**src/rtl/stream_cipher_core.sv**
```systemverilog
// Three-register keystream generator with a valid/ready XOR datapath for encrypt/decrypt.
// Optional warm-up phase after each seed load is enabled by defining STREAM_CIPHER_WARMUP_EN.
module stream_cipher_core #(
   parameter int REG_W  = 16,
   parameter int DATA_W = 8,
   parameter int WARMUP = 64
) (
   input  logic              clk,
   input  logic              rst_n,
   input  logic [REG_W-1:0]  seed,
   input  logic              seed_load,
   input  logic              zeroize,
   input  logic [DATA_W-1:0] in_data,
   input  logic              in_valid,
   output logic              in_ready,
   output logic [DATA_W-1:0] out_data,
   output logic              out_valid,
   input  logic              out_ready,
   output logic              busy,
   output logic              seed_err,
   output logic [1:0]        fsm_state
);

   // Handshakes: a word moves on a rising edge where valid and ready are both high;
   // valid never waits on ready, and out_data/out_valid hold until out_ready is seen.

   localparam logic [1:0] ST_IDLE   = 2'd0;
`ifdef STREAM_CIPHER_WARMUP_EN
   localparam logic [1:0] ST_WARMUP = 2'd1;
   localparam int         WARM_CW   = 10;
`endif
   localparam logic [1:0] ST_GEN    = 2'd2;
   localparam logic [1:0] ST_READY  = 2'd3;

   localparam int               CNT_W     = $clog2(DATA_W + 1);
   localparam logic [REG_W-1:0] SEED_MASK = {REG_W/8{8'hA5}};

   logic [1:0]        state_q;
   logic [REG_W-1:0]  a_q;
   logic [REG_W-1:0]  b_q;
   logic [REG_W-1:0]  c_q;
   logic [DATA_W-1:0] ks_q;
   logic [CNT_W-1:0]  bit_cnt_q;
`ifdef STREAM_CIPHER_WARMUP_EN
   logic [WARM_CW-1:0] warm_cnt_q;
`else
   logic unused_warmup;
   assign unused_warmup = (WARMUP > 0);
`endif

   logic [REG_W-1:0] a_step;
   logic [REG_W-1:0] b_step;
   logic [REG_W-1:0] c_step;
   logic [REG_W-1:0] seed_rot;
   logic             ks_bit;
   logic             seed_ok;
   logic             seed_accept;
   logic             in_fire;
   logic             out_fire;
   logic             bit_last;

   assign ks_bit = a_q[0] ^ b_q[0] ^ c_q[0];
   assign a_step = {a_q[REG_W-2:0], b_q[0] ^ c_q[1]};
   assign b_step = {b_q[REG_W-2:0], c_q[3] ^ a_q[1]};
   assign c_step = {c_q[REG_W-2:0], a_q[5] ^ b_q[2]};

   // Rotation by exactly half the width, so left and right rotate coincide.
   assign seed_rot    = {seed[REG_W/2-1:0], seed[REG_W-1:REG_W/2]};
   assign seed_ok     = (seed != '0) && (seed != '1);
   assign seed_accept = seed_load && seed_ok && !zeroize;

   // A seed load or zeroize in the same cycle wins over the data path, so ready drops.
   assign in_ready = (state_q == ST_READY) && (!out_valid || out_ready) &&
                     !zeroize && !seed_accept;
   assign in_fire  = in_valid && in_ready;
   assign out_fire = out_valid && out_ready;
   assign bit_last = (bit_cnt_q == CNT_W'(DATA_W - 1));

`ifdef STREAM_CIPHER_WARMUP_EN
   assign busy = (state_q == ST_WARMUP) || (state_q == ST_GEN);
`else
   assign busy = (state_q == ST_GEN);
`endif
   assign fsm_state = state_q;

   always_ff @(posedge clk or negedge rst_n) begin
      if (!rst_n) begin
         state_q    <= ST_IDLE;
         a_q        <= '0;
         b_q        <= '0;
         c_q        <= '0;
         ks_q       <= '0;
         bit_cnt_q  <= '0;
         out_data   <= '0;
         out_valid  <= 1'b0;
         seed_err   <= 1'b0;
`ifdef STREAM_CIPHER_WARMUP_EN
         warm_cnt_q <= '0;
`endif
      end else begin
         seed_err <= seed_load && !seed_ok && !zeroize;
         if (zeroize) begin
            state_q    <= ST_IDLE;
            a_q        <= '0;
            b_q        <= '0;
            c_q        <= '0;
            ks_q       <= '0;
            bit_cnt_q  <= '0;
            out_data   <= '0;
            out_valid  <= 1'b0;
`ifdef STREAM_CIPHER_WARMUP_EN
            warm_cnt_q <= '0;
`endif
         end else if (seed_accept) begin
            a_q        <= seed;
            b_q        <= ~seed_rot;
            c_q        <= seed ^ SEED_MASK;
            ks_q       <= '0;
            bit_cnt_q  <= '0;
            out_valid  <= 1'b0;
`ifdef STREAM_CIPHER_WARMUP_EN
            warm_cnt_q <= '0;
            state_q    <= ST_WARMUP;
`else
            state_q    <= ST_GEN;
`endif
         end else begin
            // A rejected seed has no effect here; only seed_err reports it.
            if (out_fire) out_valid <= 1'b0;
            case (state_q)
`ifdef STREAM_CIPHER_WARMUP_EN
               ST_WARMUP: begin
                  a_q <= a_step;
                  b_q <= b_step;
                  c_q <= c_step;
                  if (warm_cnt_q == WARM_CW'(WARMUP - 1)) begin
                     warm_cnt_q <= '0;
                     state_q    <= ST_GEN;
                  end else begin
                     warm_cnt_q <= warm_cnt_q + WARM_CW'(1);
                  end
               end
`endif
               ST_GEN: begin
                  a_q  <= a_step;
                  b_q  <= b_step;
                  c_q  <= c_step;
                  ks_q <= DATA_W'({ks_q, ks_bit});
                  if (bit_last) begin
                     bit_cnt_q <= '0;
                     state_q   <= ST_READY;
                  end else begin
                     bit_cnt_q <= bit_cnt_q + CNT_W'(1);
                  end
               end
               ST_READY: begin
                  // Overrides the out_fire clear above: consume and refill in one edge.
                  if (in_fire) begin
                     out_data  <= in_data ^ ks_q;
                     out_valid <= 1'b1;
                     ks_q      <= '0;
                     bit_cnt_q <= '0;
                     state_q   <= ST_GEN;
                  end
               end
               default: begin
               end
            endcase
         end
      end
   end

endmodule

```
**config.mk**
```make
export PLATFORM = sky130hd
export DESIGN_NAME = stream_cipher_core
export DESIGN_NICKNAME = d
export VERILOG_FILES = /design/src/rtl/stream_cipher_core.sv
export SDC_FILE = /design/constraint.sdc
export NUM_CORES = 1
export LEC_CHECK = 0
export CORE_MARGIN = 2
export CORE_UTILIZATION = 30
export DETAILED_ROUTE_END_ITERATION = 7
export PLACE_DENSITY = 0.51
export SYNTH_ARGS = -nofsm -noshare
export SYNTH_HDL_FRONTEND = slang
export SYNTH_SLANG_ARGS = --single-unit
```
**constraint.sdc**
```tcl
create_clock -name clk -period 4.35 [get_ports clk]
set_clock_uncertainty 0.2 [all_clocks]
set_input_delay 0.6525 -clock clk [delete_from_list [all_inputs] [get_ports clk]]
set_output_delay 0.6525 -clock clk [all_outputs]
set_load 0.02 [all_outputs]
```
==> results of run 1 <==
## routing by layer
metal	routed length, um	vias to the layer above	share of wire, %
met5	0	-	0
met4	46	0	0.79
met3	208	6	3.6
met2	2725	41	47
met1	2858	939	49
li1	-	949	-
## state kept, by name, summed over array words and instances, names as in the netlist
signal and cells:
c_q 4, a_q 6, fsm_state 2, out_valid 1, ks_q 8, seed_err 1, bit_cnt_q 4, b_q 3
out_data 8
## power breakdown
group	switching (uW)	total (uW)	leakage [uW]	internal [uW]
Combinational	60.5	111	0.000538	50.7
Clock	125	236	0.0000450	111
Sequential	8.84	363	0.000503	354
## metrics by stage
step	hold WS (ns)	total power, uW
floorplan	0.1569	422.7
detailed placement	0.3325	481.9
global placement	0.3452	482.3
global route	0.3366	742.8
CTS	0.3113	720.0
finish	0.2693	710.4
## cells in the final DEF (no fill, tap or decap), types with 4 or more instances in the layout
master | Yosys | routed
buf_4 | 0 | 6
o221ai_1 | 8 | 8
a311oi_1 | 4 | 4
mux2_2 | 8 | 8
nor2_1 | 9 | 9
a221oi_1 | 4 | 4
mux2i_1 | 5 | 5
nor4_1 | 7 | 7
nand3_1 | 4 | 4
nand2_1 | 40 | 40
o211ai_1 | 8 | 8
clkdlybuf4s50_1 | 0 | 42
a2bb2oi_1 | 8 | 8
nand4_1 | 6 | 6
clkbuf_8 | 0 | 5
xnor2_1 | 4 | 4
xor2_1 | 9 | 9
nor3_1 | 12 | 12
and4_1 | 4 | 4
inv_1 | 9 | 9
dfrtp_1 | 37 | 37
a211oi_1 | 6 | 6
## how the worst max path moves through the flow
stage,from,end,depth (start not counted)
after floorplan,seed[13],in_ready,6
after global placement,seed[2],in_ready,6
after detailed placement,seed[2],in_ready,6
after CTS,seed[2],in_ready,6
after global routing,seed[2],in_ready,6
final,seed[2],in_ready,6
## cell families after synthesis
| logic type | share of synthesized area (%) |
|---|---|
| adders and majority gates | 0.5691 |
| and+or+nand+nor | 21.46 |
| buffers and inverters | 5.178 |
| DFF | 42.12 |
| muxes | 7.399 |
| xor gates and xnor gates | 5.179 |
| AOI/OAI and AO/OA | 18.10 |
## worst register-to-register path, cell delays in order (launching register included)
cell and delay [ns]:
dfrtp_1 0.41, nand2b_1 0.52, inv_2 0.17, buf_4 0.33, nand4_1 0.17, or3_1 0.33, a211oi_1 0.22
## final cells by class
type	instances	area share [%]
clock buffer	6	2.589
clock inverter	2	0.3571
inverter	11	1.473
multi-input combinational	169	41.34
timing repair buffer	49	16.79
tap	99	4.420
sequential	37	33.04
==> flow_summary_export.csv, run 1 <==
group,metric,value,unit
status,outcome,"finished clean",
setup_path,r2r_cells,6,
sta,tns,0,ns
finish,postLayoutCoreUtil,39.06,%
sta,rsz0062_at_grt,"false",
finish,multi_input_comb_area,1159,sq um
global_routing,grt_util_met3,2.651,%
clock_network,cts_root_buf,"clkbuf_8",
synth,synth_area_leaders,"dfrtp_1 (42%), nand2_1 (6.8%), mux2_2 (4.1%)",
synth,synth_top_cell_by_area,"dfrtp_1",
route,viasPerCell,5.188,
route,firstDrtPassIters,4,
synth,ys_async_sr_fraction,100.0,%
synth,syn_area,2198,sq um
clock_network,cts_resized,0,
placement,pre_cts_ws,0.6238,ns
clock_network,post-cts-setup-buffers,0,
floorplan,io_pins,44,
synth,syn_avg_cell_area,9.395,sq um
floorplan,die_w,89.60,um
global_routing,grt-busiest-layer,"met2",
global_routing,grt_first_pass_wirelength,9735,um
placement,dp.cells,365,
synth,synth_common_cells,"nand2_1 (40), dfrtp_1 (37), nor3_1 (12)",
sta,finalHoldViolations,0,
global_routing,track_usage,15.64,%
synth,synth-edff-count,0,
synth,yosys.area.top_type_share,42.12,%
finish,regArea,925.9,sq um
route,routed_wl,5839,um
placement,dp_hpwl,4038,um
route,num_vias,1935,
floorplan,fp-row-count,31,
setup_path,max_stage_delay,0.66,ns
placement,dpl-instance-area,2720,sq um
global_routing,grtUsageMet1,22.86,%
synth,synth-seq-cells,37,
worst_hold_path,hold_path_class,"in2async",
setup_path,cp-end-kind,"primary output",
sta,fin_crit,3.675,ns
clock_network,clk_path_buf_depth,2,
setup_path,crit_path_max_fanout,3,
finish,final_area,2803,sq um
sta,final-max-slew-violation-count,0,
clock_network,clk_pin_slew,0.08,ns
route,drcViolationCount,0,
finish,final_cells,373,
route,wl_per_cell,15.65,um
global_routing,grt_start_max_net_pins,40,
clock_network,cts_buffers,5,
synth,synth_most_common_cell,"nand2_1",
job,cap_violations,0,
clock_network,cts_sinks,37,
finish,antenna_cells,0,
synth,yosys_warnings,0,
global_routing,gr-total-overflow,0,
setup_path,critPathRequiredTime,3.50,ns
global_routing,antenna_found_initial,0,
setup_path,worstPathCellList,"clkdlybuf4s50_1, nor4_1, and4_1, nor3_4, nor3_1, clkdlybuf4s50_1",
finish,drive_above_1_share,10.22,%
setup_path,regToRegSetupSlack,1.91,ns
setup_path,path_common_cell,"clkdlybuf4s50_1",
placement,place_congestion,0.8231,
floorplan,start_util,30.64,%
sta,postLayoutSetupSlackWorst,0.6752,ns
clock_network,clock_latency,0.29,ns
synth,ys.flop_type,"dfrtp_1",
sta,setup_violations,0,
setup_path,worst_path_max_delay_cell,"clkdlybuf4s50_1",
clock_network,ctsHoldBuffers,0,
synth,yosysSeqAreaShare,42.12,%
route,drt_iter0_drc,133,
setup_path,critPathKind,"in2out",
route,antenna_left,0,
sta,tightest_slew,0.8711,ns
placement,portBuffers,43,
finish,fill_cells,727,
finish,nNetsFinal,304,
setup_path,startpoint_type,"primary input",
setup_path,cp_top_family,"buffers and inverters",
global_routing,grt_pass1_vias,1912,
synth,yosys.cell_types.count,42,
synth,netlist_instances,234,
finish,area_growth,27.49,%
power,p_leak,0.001086,uW
clock_network,htreeDepth,2,
power,vdd_ir_drop_max,0.1116,mV
setup_path,timing.rr.start,"fsm_state[0]",
setup_path,worst-path-buf-inv,2,
power,powerDensity,253.5,nW/um^2
floorplan,core-area,7176,sq um
sta,min_period_over_period,84.48,%
setup_path,crit_arrival,2.82,ns
global_routing,use_met2,24.26,%
floorplan,die_h,89.60,um
sta,max-slew-margin-rel,41.93,%
floorplan,fp.dieArea,8028,sq um
synth,syn-num-nets,265,
clock_network,cts_tree,"done",
setup_path,r2r_end,"bit_cnt_q[3]",
sta,max_freq,0.2721,GHz
No activity file was read; power rests on OpenSTA's default activity.
==> run 2, diff against run 1 <==
==> constraint.sdc (replaced) <==
create_clock -name clk -period 3.44 [get_ports clk]
set_clock_uncertainty 0.2 [all_clocks]
set_input_delay 0.516 -clock clk [delete_from_list [all_inputs] [get_ports clk]]
set_output_delay 0.516 -clock clk [all_outputs]
set_load 0.02 [all_outputs]
==> flow_summary_export.csv, run 2 (same netlist as run 1, synthesis figures left out) <==
group,metric,value,unit
sta,fin_crit,3.305,ns
clock_network,clock_latency,0.29,ns
setup_path,cp-end-kind,"primary output",
clock_network,clk_pin_slew,0.08,ns
route,wl_per_cell,16.04,um
placement,dp_hpwl,4088,um
sta,postLayoutSetupSlackWorst,0.1345,ns
clock_network,cts_buffers,5,
power,combPwrFrac,15.9,%
clock_network,cts_root_buf,"clkbuf_8",
power,vdd_ir_drop_max,0.1210,mV
finish,postLayoutCoreUtil,40.12,%
power,intPower,674.2,uW
global_routing,gr-total-overflow,0,
power,p_sw_share,26.63,%
floorplan,fp.dieArea,8028,sq um
finish,fill_cells,733,
finish,largestRegisters,"ks_q (8), out_data (8), a_q (6)",
finish,final_common_cell,"clkdlybuf4s50_1",
power,p_seq_share,50.0,%
clock_network,clk_path_buf_depth,2,
route,routed_wl,6047,um
finish,antenna_cells,0,
finish,drive_above_1_share,13.31,%
floorplan,io_pins,44,
route,num_vias,1934,
clock_network,cts_tree,"done",
floorplan,fp-row-count,31,
power,clkPwrFrac,34.2,%
global_routing,track_usage,15.98,%
power,powerDensity,319.2,nW/um^2
global_routing,grt_first_pass_wirelength,9818,um
sta,final-max-slew-violation-count,0,
sta,fin_worst_hold_slack,0.1189,ns
route,drcViolationCount,0,
setup_path,critPathKind,"in2out",
global_routing,antenna_found_initial,0,
setup_path,critPathRequiredTime,2.72,ns
route,viasPerCell,5.130,
floorplan,start_util,30.64,%
route,drt_iter0_drc,66,
floorplan,core-area,7176,sq um
setup_path,startpoint_type,"primary input",
finish,final_cell_mix,"clkdlybuf4s50_1 (42), nand2_1 (40), dfrtp_1 (37), nor3_1 (12), buf_4 (11)",
status,outcome,"finished clean",
global_routing,grt_pass1_vias,2010,
floorplan,die_w,89.60,um
sta,setup_violations,0,
placement,portBuffers,43,
route,antenna_left,0,
clock_network,post-cts-setup-buffers,0,
sta,tightest_slew,0.8465,ns
route,firstDrtPassIters,4,
floorplan,die_h,89.60,um
placement,pre_cts_ws,0.05307,ns
finish,area_growth,30.96,%
sta,max_freq,0.3025,GHz
placement,place_congestion,0.8119,
job,cap_violations,0,
clock_network,cts_sinks,37,
power,p_leak,0.001126,uW
sta,max-slew-margin-rel,43.56,%
setup_path,crit_path_max_fanout,3,
sta,min_period_over_period,96.09,%
sta,rsz0062_at_grt,"false",
finish,nNetsFinal,309,
sta,finalHoldViolations,0,
power,p_sw,244.7,uW
clock_network,htreeDepth,2,
setup_path,crit_arrival,2.59,ns
sta,tns,0,ns
worst_hold_path,hold_path_class,"in2async",
global_routing,grt_start_max_net_pins,40,
-- run 2: cell count changes in the layout (fill, tap and decap cells not counted), sizes merged --
cell,change
buf,+5
clkinv,-2
clkbuf,+1
-- run 2: worst max-delay path, cell delays in order --
cell and delay, ns:
clkdlybuf4s50_1 0.46, nor4_2 0.34, and4_2 0.31, nor3_4 0.05, nor3_1 0.18, buf_4 0.14
clkdlybuf4s50_1 0.59
-- run 2: cell type report --
class | instances | area, sq um | share of cell area [%]
Tap cell | 99 | 123.9 | 4.302
Inverter | 11 | 41.29 | 1.434
Multi-Input combinational cell | 169 | 1194 | 41.46
Sequential cell | 37 | 925.9 | 32.16
Timing Repair Buffer | 54 | 508.0 | 17.64
Clock buffer | 7 | 86.33 | 2.999
-- run 2: through the flow --
stage | cells | power, uW | area [sq um]
finish | 377 | 919.0 | 2879
global route | 377 | 958.3 | 2879
CTS | 377 | 927.8 | 2844
detailed placement | 370 | 612.0 | 2758
global placement | 370 | 611.8 | 2758
floorplan | 234 | 534.6 | 2198
-- run 2: power groups by stage --
| stage | Clock, uW | Combinational, uW | Sequential, uW |
|---|---|---|---|
| after floorplan | 0 | 69.0 | 466 |
| after global placement | 0 | 144 | 467 |
| after detailed placement | 0 | 144 | 468 |
| after CTS | 324 | 145 | 459 |
| after global routing | 337 | 160 | 461 |
| final | 314 | 146 | 459 |
-- run 2: worst paths after layout --
path	startpoint	to	cells past startpoint	slack, ns
max	seed[2]	in_ready	7	0.13
min	rst_n	out_data[1]	1	0.12
max reg2reg	fsm_state[0]	bit_cnt_q[3]	7	1.31
min reg2reg	a_q[3]	a_q[4]	2	0.36
max in group asynchronous	rst_n	c_q[2]	1	2.37
min in group clk	a_q[3]	a_q[4]	2	0.36
-- run 2: per-layer routing --
layer  global-route usage [%]  wire (um)  up-vias  share of wire [%]
li1                         -          -      962                  -
met1                    21.44       2953      928                 49
met2                    26.20       2823       35                 47
met3                    3.016        178        9                2.9
met4                    4.749         92        0                1.5
met5                        0          0        -                  0
-- run 2: repair_timing --
item,in CTS,in global routing
hold buffers,0,0
resized for setup,0,6
hold endpoints to repair,0,0
setup endpoints to repair,0,1
==> run 3, diff against run 2 <==
--- a/config.mk
+++ b/config.mk
@@ -9,6 +9,7 @@
 export CORE_UTILIZATION = 30
 export DETAILED_ROUTE_END_ITERATION = 7
 export PLACE_DENSITY = 0.51
+export SLEW_MARGIN = 15
 export SYNTH_ARGS = -nofsm -noshare
 export SYNTH_HDL_FRONTEND = slang
 export SYNTH_SLANG_ARGS = --single-unit
==> results of run 3 <==
Same layout as run 2: the final DEF is identical, and so are final timing and power.
